==> config.mk <==
export PLATFORM = sky130hd
export DESIGN_NAME = mux_scan_ctrl
export DESIGN_NICKNAME = d
export VERILOG_FILES = /design/src/rtl/mux_scan_ctrl.sv
export SDC_FILE = /design/constraint.sdc
export NUM_CORES = 1
export LEC_CHECK = 0
export CORE_MARGIN = 3
export CORE_UTILIZATION = 50
export CTS_CLUSTER_DIAMETER = 100
export DETAILED_ROUTE_END_ITERATION = 12
export PLACE_DENSITY = 0.83
export SETUP_SLACK_MARGIN = 0.05
export SYNTH_ARGS = -nofsm -noshare
export SYNTH_HDL_FRONTEND = slang
export SYNTH_SLANG_ARGS = --single-unit
==> constraint.sdc <==
create_clock -name clk -period 1.9 [get_ports clk]
set_input_delay 0.19 -clock clk [delete_from_list [all_inputs] [get_ports clk]]
set_output_delay 0.19 -clock clk [all_outputs]
set_load 0.03 [all_outputs]
==> src/rtl/mux_scan_ctrl.sv <==
// rtl/mux_scan_ctrl.sv - channel scan sequencer for a 4x1 mux with framed valid/ready output
//
// Walks mux channels 0..3 and holds each select for SETTLE_CYCLES cycles.
// It then samples the mux output once for that channel. The four samples are
// packed into frame[3:0] and handed downstream over valid/ready.
//
// Ports:
//   clk          rising-edge clock
//   rst_n        synchronous active-low reset
//   start        one-cycle scan request, ignored while busy
//   cont         continuous mode, sampled when a frame completes
//   mux_o        output of the downstream 4x1 mux
//   sel_s1/s0    mux select, registered (equals the current channel)
//   busy         scan in progress
//   frame        frame[i] = mux_o sampled on channel i
//   frame_valid  frame holds an unconsumed result
//   frame_ready  consumer accepts frame when frame_valid && frame_ready
//   overrun      sticky, a completed frame was dropped
//   clr_ovr      clears overrun (a simultaneous new overrun wins)

module mux_scan_ctrl #(
  parameter int SETTLE_CYCLES = 2
) (
  input  logic       clk,
  input  logic       rst_n,
  input  logic       start,
  input  logic       cont,
  input  logic       mux_o,
  output logic       sel_s1,
  output logic       sel_s0,
  output logic       busy,
  output logic [3:0] frame,
  output logic       frame_valid,
  input  logic       frame_ready,
  output logic       overrun,
  input  logic       clr_ovr
);

  typedef enum logic [1:0] {
    IDLE,
    SETTLE,
    SAMPLE
  } state_t;

  localparam logic [3:0] CNT_LAST = 4'(SETTLE_CYCLES - 1);

  state_t     state;
  logic [1:0] ch;
  logic [3:0] cnt;
  logic [2:0] shadow;   // channel 3 never needs storing: it goes straight into the frame
  logic       frame_done;

  // Select comes straight from the channel register so it only moves on a clock edge.
  assign sel_s1 = ch[1];
  assign sel_s0 = ch[0];

  assign frame_done = (state == SAMPLE) && (ch == 2'd3);

  always_ff @(posedge clk) begin
    if (!rst_n) begin
      state       <= IDLE;
      ch          <= 2'd0;
      cnt         <= 4'd0;
      shadow      <= 3'b000;
      busy        <= 1'b0;
      frame       <= 4'b0000;
      frame_valid <= 1'b0;
      overrun     <= 1'b0;
    end else begin
      case (state)
        IDLE: begin
          if (start) begin
            state <= SETTLE;
            ch    <= 2'd0;
            cnt   <= 4'd0;
            busy  <= 1'b1;
          end
        end
        SETTLE: begin
          cnt <= cnt + 4'd1;
          if (cnt == CNT_LAST) begin
            state <= SAMPLE;
          end
        end
        SAMPLE: begin
          cnt <= 4'd0;
          if (ch != 2'd3) begin
            shadow[ch] <= mux_o;
            ch         <= ch + 2'd1;
            state      <= SETTLE;
          end else begin
            ch <= 2'd0;
            if (cont) begin
              state <= SETTLE;
            end else begin
              state <= IDLE;
              busy  <= 1'b0;
            end
          end
        end
        default: begin
          state <= IDLE;
        end
      endcase

      // A completing frame may load in the same cycle the old one is accepted;
      // in that case valid simply stays high with the new data.
      if (frame_done && (!frame_valid || frame_ready)) begin
        frame       <= {mux_o, shadow};
        frame_valid <= 1'b1;
      end else if (frame_valid && frame_ready) begin
        frame_valid <= 1'b0;
      end

      // Set is written last so it beats a simultaneous clear.
      if (clr_ovr) begin
        overrun <= 1'b0;
      end
      if (frame_done && frame_valid && !frame_ready) begin
        overrun <= 1'b1;
      end
    end
  end

endmodule

==> reports/qor.csv, run 1 <==
stage,metric,value,unit
setup_path,crit-path max FO,5,
sta,setup violators final,0,
setup_path,critical-path cell list,clkdlybuf4s50_1,
sta,final hold viol count,0,
cts,total CTS buffers,3,
power_and_ir_drop,maximum vdd drop,476.6,uV
die,Rows,14,
sta,RSZ-0062 raised after global routing,false,
synthesis,ys async rst share,0,%
setup_path,FF-to-FF path depth,3,
cts,number of setup buffers added after CTS,0,
final_layout,NumNets Final,127,
drt,Post-Route M1 WL,808,microns
sta,maximum clock rate,626.4,MHz
sta,setup TNS,0,ns
drt,vias,714,
setup_path,CP Depth,1,
die,CORE AREA,1559,sq um
final_layout,diode count,0,
drt,WL met2,662,microns
sta,clk_skew,0.01287,ns
grt,antenna violations before repair,0,
synthesis,Synth Register Bits,18,
cts,"Hold-fix buffers, CTS",0,
final_layout,design area,1046,sq um
sta,"Slew Viols, Final",0,
setup_path,CP Launch Type,flop,
sta,final period utilization,84.02,%
grt,first-pass GRT wire length,2773,microns
drt,Routed WL per cell,12.40,microns
die,Die H,47.34,microns
cts,Resized Gates After CTS,0,
synthesis,Yosys cell types,26,
drt,WL met3,110,microns
cts,Skew-Pair Late Insertion Delay,0.30,ns
power_and_ir_drop,Pleak,0.3933,nW
worst_hold_path,worst hold path type,reg2reg,
synthesis,Post-synth EDFFs,0,
worst_hold_path,Hold Crit Start,frame[1]$_SDFFE_PN0P_,
power_and_ir_drop,Power Density,659.8,nW/um^2
final_layout,most frequent cells in the layout,"18 x dfxtp_1, 15 x clkdlybuf4s50_1, 13 x nand2_1, 7 x mux2i_1, 7 x a21oi_1",
synthesis,register area share after synthesis,42.17,%
synthesis,Synth Cell Area,854.6,sq um
placement,dpl hpwl,1198,microns
synthesis,Ys Warns,0,
die,Die W,47.34,microns
cts,Root Driver,clkbuf_4,
sta,worst-margin pin slew,0.5635,ns
cts,CTS tree,done,
setup_path,CP Buf/Inv Count,1,
grt,Global Route Usage Sum,17.92,%
sta,Final min period,1.596,ns
drt,initial drt markers,15,
synthesis,Synth Area per Inst,8.720,sq um
setup_path,worst path required time,1.71,ns
setup_path,Crit Path Class,reg2out,
cts,clk buf depth,2,
grt,largest net degree at the start of global routing,18,
final_layout,"commonest non-fill, non-tap cell in the layout",dfxtp_1,
final_layout,Synth-to-Final Area Change,22.40,%
synthesis,Post-synth top flop,dfxtp_1,
grt,number of global-route vias before repair,633,
die,Initial Util,54.82,%
setup_path,CP top delay family,buffers and inverters,
grt,total gr overflow,0,
run_status,outcome,completed,
drt,Post-DRT Antenna Nets,0,
setup_path,crit end category,output pin,
setup_path,reg2reg start,state[0]$_SDFFE_PN0P_,
sta,Relative slew margins,62.35,%
die,full die area,2241,sq um
worst_hold_path,Hold Path Depth,2,
drt,routed wire length,1600,microns
synthesis,Post-Synthesis Cells,98,
setup_path,"Largest stage delay, worst path",0.71,ns
drt,Top Layer Used,met4,
setup_path,slowest CP cell,clkdlybuf4s50_1,
setup_path,crit path DAT,1.41,ns
setup_path,crit path launch,ch[0]$_SDFFE_PN0P_,
job,number of max-cap violations,0,
drt,drt pass-1 iters,4,
cts,total clock sinks,18,
drt,vias per cell,5.535,
drt,DRC Markers,0,
placement,RePlAce Congestion,0.8255,
synthesis,Post-Syn Nets,111,
placement,placed cell areas,1010,sq um
cts,total number of H-tree levels,1,
final_layout,fraction of layout cells with a size suffix above 1,5.310,%
die,# IOs,16,
cts,clock slew at reported path FFs,0.09,ns
placement,IO buf count,15,
==> cell families after synthesis <==
logic type | after synthesis | synth area share [%]
AOI/OAI and AO/OA | 19 | 12.45
adders and majority gates | 6 | 8.785
buffers and inverters | 11 | 4.831
and+or+nand+nor | 37 | 23.57
DFF | 18 | 42.17
muxes | 7 | 8.199
==> final cells by class <==
cell class | count | area, sq um
multi-input combinational | 69 | 452.9
timing repair buffer | 15 | 150.1
tap | 16 | 20.02
fill | 126 | 513.0
clock buffer | 4 | 36.28
sequential | 18 | 360.3
inverter | 7 | 26.28
==> tightest hold or removal path: stages (launching register included) <==
cell,delay [ns]
dfxtp_1,0.32
nand2_1,0.05
mux2i_1,0.05
==> cell usage after synthesis, types with 2 or more instances <==
cell type	instances	area share (%)
a21oi_1	7	4.1
nand3_1	5	2.9
inv_1	6	2.6
nor3b_1	3	2.6
clkbuf_1	4	1.8
nor2b_1	3	2.2
ha_1	6	8.8
nand2_1	13	5.7
a31oi_1	3	2.2
o21ai_0	6	3.5
and3_1	2	1.5
nor4b_1	2	2.1
nor2_1	2	0.88
dfxtp_1	18	42
mux2i_1	7	8.2
==> through the flow <==
step	power [W]	cells	setup WS [ns]	hold slack, ns	utilization, %
floorplan	0.0004389	98	0.4272	0.3336	-
CTS	0.0006968	129	0.2884	0.4704	67.09
global placement	0.0004638	125	0.4422	0.4448	64.77
global route	0.0007233	129	0.2244	0.4890	67.09
finish	0.0006902	129	0.3036	0.4627	67.09
detailed placement	0.0004660	125	0.3906	0.4547	64.77
==> routing by layer <==
| metal | vias up | global-route usage, % |
|---|---|---|
| li1 | 371 | - |
| met2 | 21 | 21.93 |
| met4 | 0 | 9.945 |
| met3 | 4 | 8.812 |
| met5 | - | 0 |
| met1 | 318 | 24.94 |
==> path summary, 6_finish.rpt <==
kind | endpoint | slack (ns)
worst min-delay path | frame[1]$_SDFFE_PN0P_ | 0.46
worst max register to register | cnt[3]$_SDFFE_PN0P_ | 0.38
worst max-delay path | sel_s0 | 0.30
worst min register to register | frame[1]$_SDFFE_PN0P_ | 0.46
==> registers in the layout, indices dropped and copies added (netlist names) <==
signal and count:
cnt 4, shadow 3, state 2, frame_valid 1, overrun 1, frame 4, busy 1, ch 2
==> power breakdown <==
| group | leakage [nW] | internal (W) | switching (W) |
|---|---|---|---|
| combinational | 0.227 | 0.0000293 | 0.0000297 |
| sequential | 0.146 | 0.000385 | 0.0000144 |
| clock | 0.0210 | 0.000117 | 0.000115 |
No activity file was read; power rests on OpenSTA's default activity.
==> inputs of run 2 (changes only) <==
Settings changed: CORE_UTILIZATION 50 to 44, PLACE_DENSITY 0.83 to 0.78.
Clock period 1.9 ns to 1.4 ns, I/O delays scaled along.
==> run 2 against run 1 <==
Compared with the run above:
- clock power up 36%
- cell area up 8.0%
- flip-flop and latch count unchanged
- via count up 4.5%
- clock skew down 0.0097 ns
==> reports/qor.csv, run 2 (same netlist as run 1, synthesis figures left out) <==
stage,metric,value,unit,change
cts,clock slew at reported path FFs,0.10,ns,about the same
job,number of max-cap violations,0,,unchanged
setup_path,worst path required time,1.62,ns,-0.09 ns
sta,final period utilization,95.71,%,
drt,DRC Markers,0,,unchanged
drt,Routed WL per cell,12.92,microns,+4.2%
setup_path,crit-path max FO,5,,unchanged
run_status,outcome,completed,,
setup_path,crit path DAT,1.56,ns,+0.15 ns
power_and_ir_drop,Pleak,0.4749,nW,+21%
grt,met3 Use GR,3.625,%,-5.2 points
sta,"Slew Viols, Final",0,,unchanged
cts,total number of H-tree levels,1,,unchanged
final_layout,Synth-to-Final Area Change,32.21,%,
cts,CTS tree,done,,
grt,met2 global-route usage,25.22,%,+3.3 points
cts,total CTS buffers,3,,unchanged
placement,RePlAce Congestion,0.7545,,-8.6%
sta,setup violators final,0,,unchanged
final_layout,register area,367.9,sq um,+2.1%
setup_path,crit end category,flop,,
grt,number of global-route vias before repair,714,,+13%
power_and_ir_drop,maximum vdd drop,515.3,uV,+8.1%
drt,vias per cell,5.145,,-7.0%
placement,Cells after DPL,139,,+11%
worst_hold_path,worst hold path type,reg2reg,,
final_layout,fin cells,145,,+12%
setup_path,Crit Path Class,reg2reg,,
grt,antenna violations before repair,0,,unchanged
grt,first-pass GRT wire length,3139,microns,+13%
drt,initial drt markers,24,,+9
final_layout,diode count,0,,unchanged
drt,Post-DRT Antenna Nets,0,,unchanged
power_and_ir_drop,Power Density,834.4,nW/um^2,+26%
die,Rows,15,,+1
drt,vias,746,,+4.5%
sta,clk_skew,0.003193,ns,-0.009673 ns
final_layout,fraction of layout cells with a size suffix above 1,15.00,%,+9.7 points
placement,dpl hpwl,1298,microns,+8.4%
final_layout,fillers,151,,+20%
die,full die area,2507,sq um,+12%
cts,clk buf depth,2,,unchanged
die,# IOs,16,,unchanged
cts,total clock sinks,18,,unchanged
grt,total gr overflow,0,,unchanged
sta,Final min period,1.340,ns,
cts,"Hold-fix buffers, CTS",0,,unchanged
placement,IO buf count,15,,unchanged
worst_hold_path,Hold Crit Start,frame[2]$_SDFFE_PN0P_,,
drt,drt pass-1 iters,4,,unchanged
die,CORE AREA,1783,sq um,+14%
final_layout,"commonest non-fill, non-tap cell in the layout",dfxtp_1,,
sta,RSZ-0062 raised after global routing,true,,
sta,Relative slew margins,74.04,%,+12 points
grt,GR peak layer,met2,,
final_layout,NumNets Final,134,,+5.5%
sta,final hold viol count,0,,unchanged
setup_path,reg2reg start,cnt[1]$_SDFFE_PN0P_,,
drt,routed wire length,1874,microns,+17%
final_layout,design area,1130,sq um,+8.0%
cts,Root Driver,clkbuf_4,,
die,Die H,50.07,microns,+5.8%
final_layout,multi-input logic area,476.7,sq um,+5.2%
final_layout,largest registers,"cnt: 4 flops, frame: 4 flops, shadow: 3 flops",,
final_layout,most frequent cells in the layout,"16 x dfxtp_1, 13 x nand2_1, 9 x dlygate4sd2_1",,
die,Die W,50.07,microns,+5.8%
setup_path,crit path launch,cnt[1]$_SDFFE_PN0P_,,
sta,maximum clock rate,746.3,MHz,
sta,worst-margin pin slew,0.3882,ns,-0.1753 ns
grt,routing usage on met1,21.52,%,-3.4 points
cts,Skew-Pair Late Insertion Delay,0.29,ns,about the same
grt,Global Route Usage Sum,16.49,%,-1.4 points
grt,largest net degree at the start of global routing,15,,-3
placement,placed cell areas,1061,sq um,+5.1%
setup_path,CP Launch Type,flop,,
die,Initial Util,47.93,%,-6.9 points
run 2: cell types whose count changed in the layout (fill, tap and decap cells not counted), moves of 2 or more:
cell,change
buf_4,+7
clkdlybuf4s50_1,-9
dfxtp_1,-2
dfxtp_4,+2
dlygate4sd2_1,+9
run 2: area by class of cell:
| type | instances | area share (%) |
|---|---|---|
| Multi-Input combinational cell | 69 | 42.19 |
| Timing Repair Buffer | 22 | 16.94 |
| Inverter | 7 | 2.326 |
| Tap cell | 25 | 2.769 |
| Sequential cell | 18 | 32.56 |
| Clock buffer | 4 | 3.212 |
run 2: what timing repair did:
action	4_1_cts	5_1_grt
resized for setup	9	6
setup buffers	0	2
endpoints found under the setup margin	9	7
run 2: worst paths after layout:
check             cells past startpoint                    end  slack (ns)
hold reg to reg                       2  frame[2]$_SDFFE_PN0P_        0.46
hold / removal                        2  frame[2]$_SDFFE_PN0P_        0.46
setup / recovery                      5  state[0]$_SDFFE_PN0P_        0.06
setup reg to reg                      5  state[0]$_SDFFE_PN0P_        0.06
run 2: report_power, final:
part           total (W)  leakage, nW  internal [W]  switching [W]
clock           0.000316       0.0210      0.000158       0.000158
sequential      0.000530        0.147      0.000518      0.0000116
combinational  0.0000966        0.307     0.0000451      0.0000515
run 2: per-stage QoR:
| step | util, % | setup TNS (ns) | total power (W) | worst slack [ns] | hold slack, ns |
|---|---|---|---|---|---|
| after floorplan | - | 0 | 0.0005957 | 0.06766 | 0.2836 |
| after global placement | 59.51 | 0 | 0.0006384 | 0.09673 | 0.4464 |
| after detailed placement | 59.51 | 0 | 0.0006405 | 0.07650 | 0.4576 |
| after CTS | 60.91 | 0 | 0.0009466 | 0.07548 | 0.4690 |
| after global routing | 63.37 | -0.01184 | 0.0009810 | -0.01184 | 0.4962 |
| final | 63.37 | 0 | 0.0009427 | 0.06004 | 0.4635 |
run 2: critical path: stages (launching register included):
cell and delay [ns]:
dfxtp_1 0.41, inv_1 0.06, ha_1 0.16, nor4bb_2 0.17, or2_2 0.28, a211oi_1 0.18
run 2: metal layers:
layer  vias up  share of wire, %
met5         -                 0
met4         0               1.0
met3         4               4.2
met2        16                47
met1       344                47
li1        382                 -
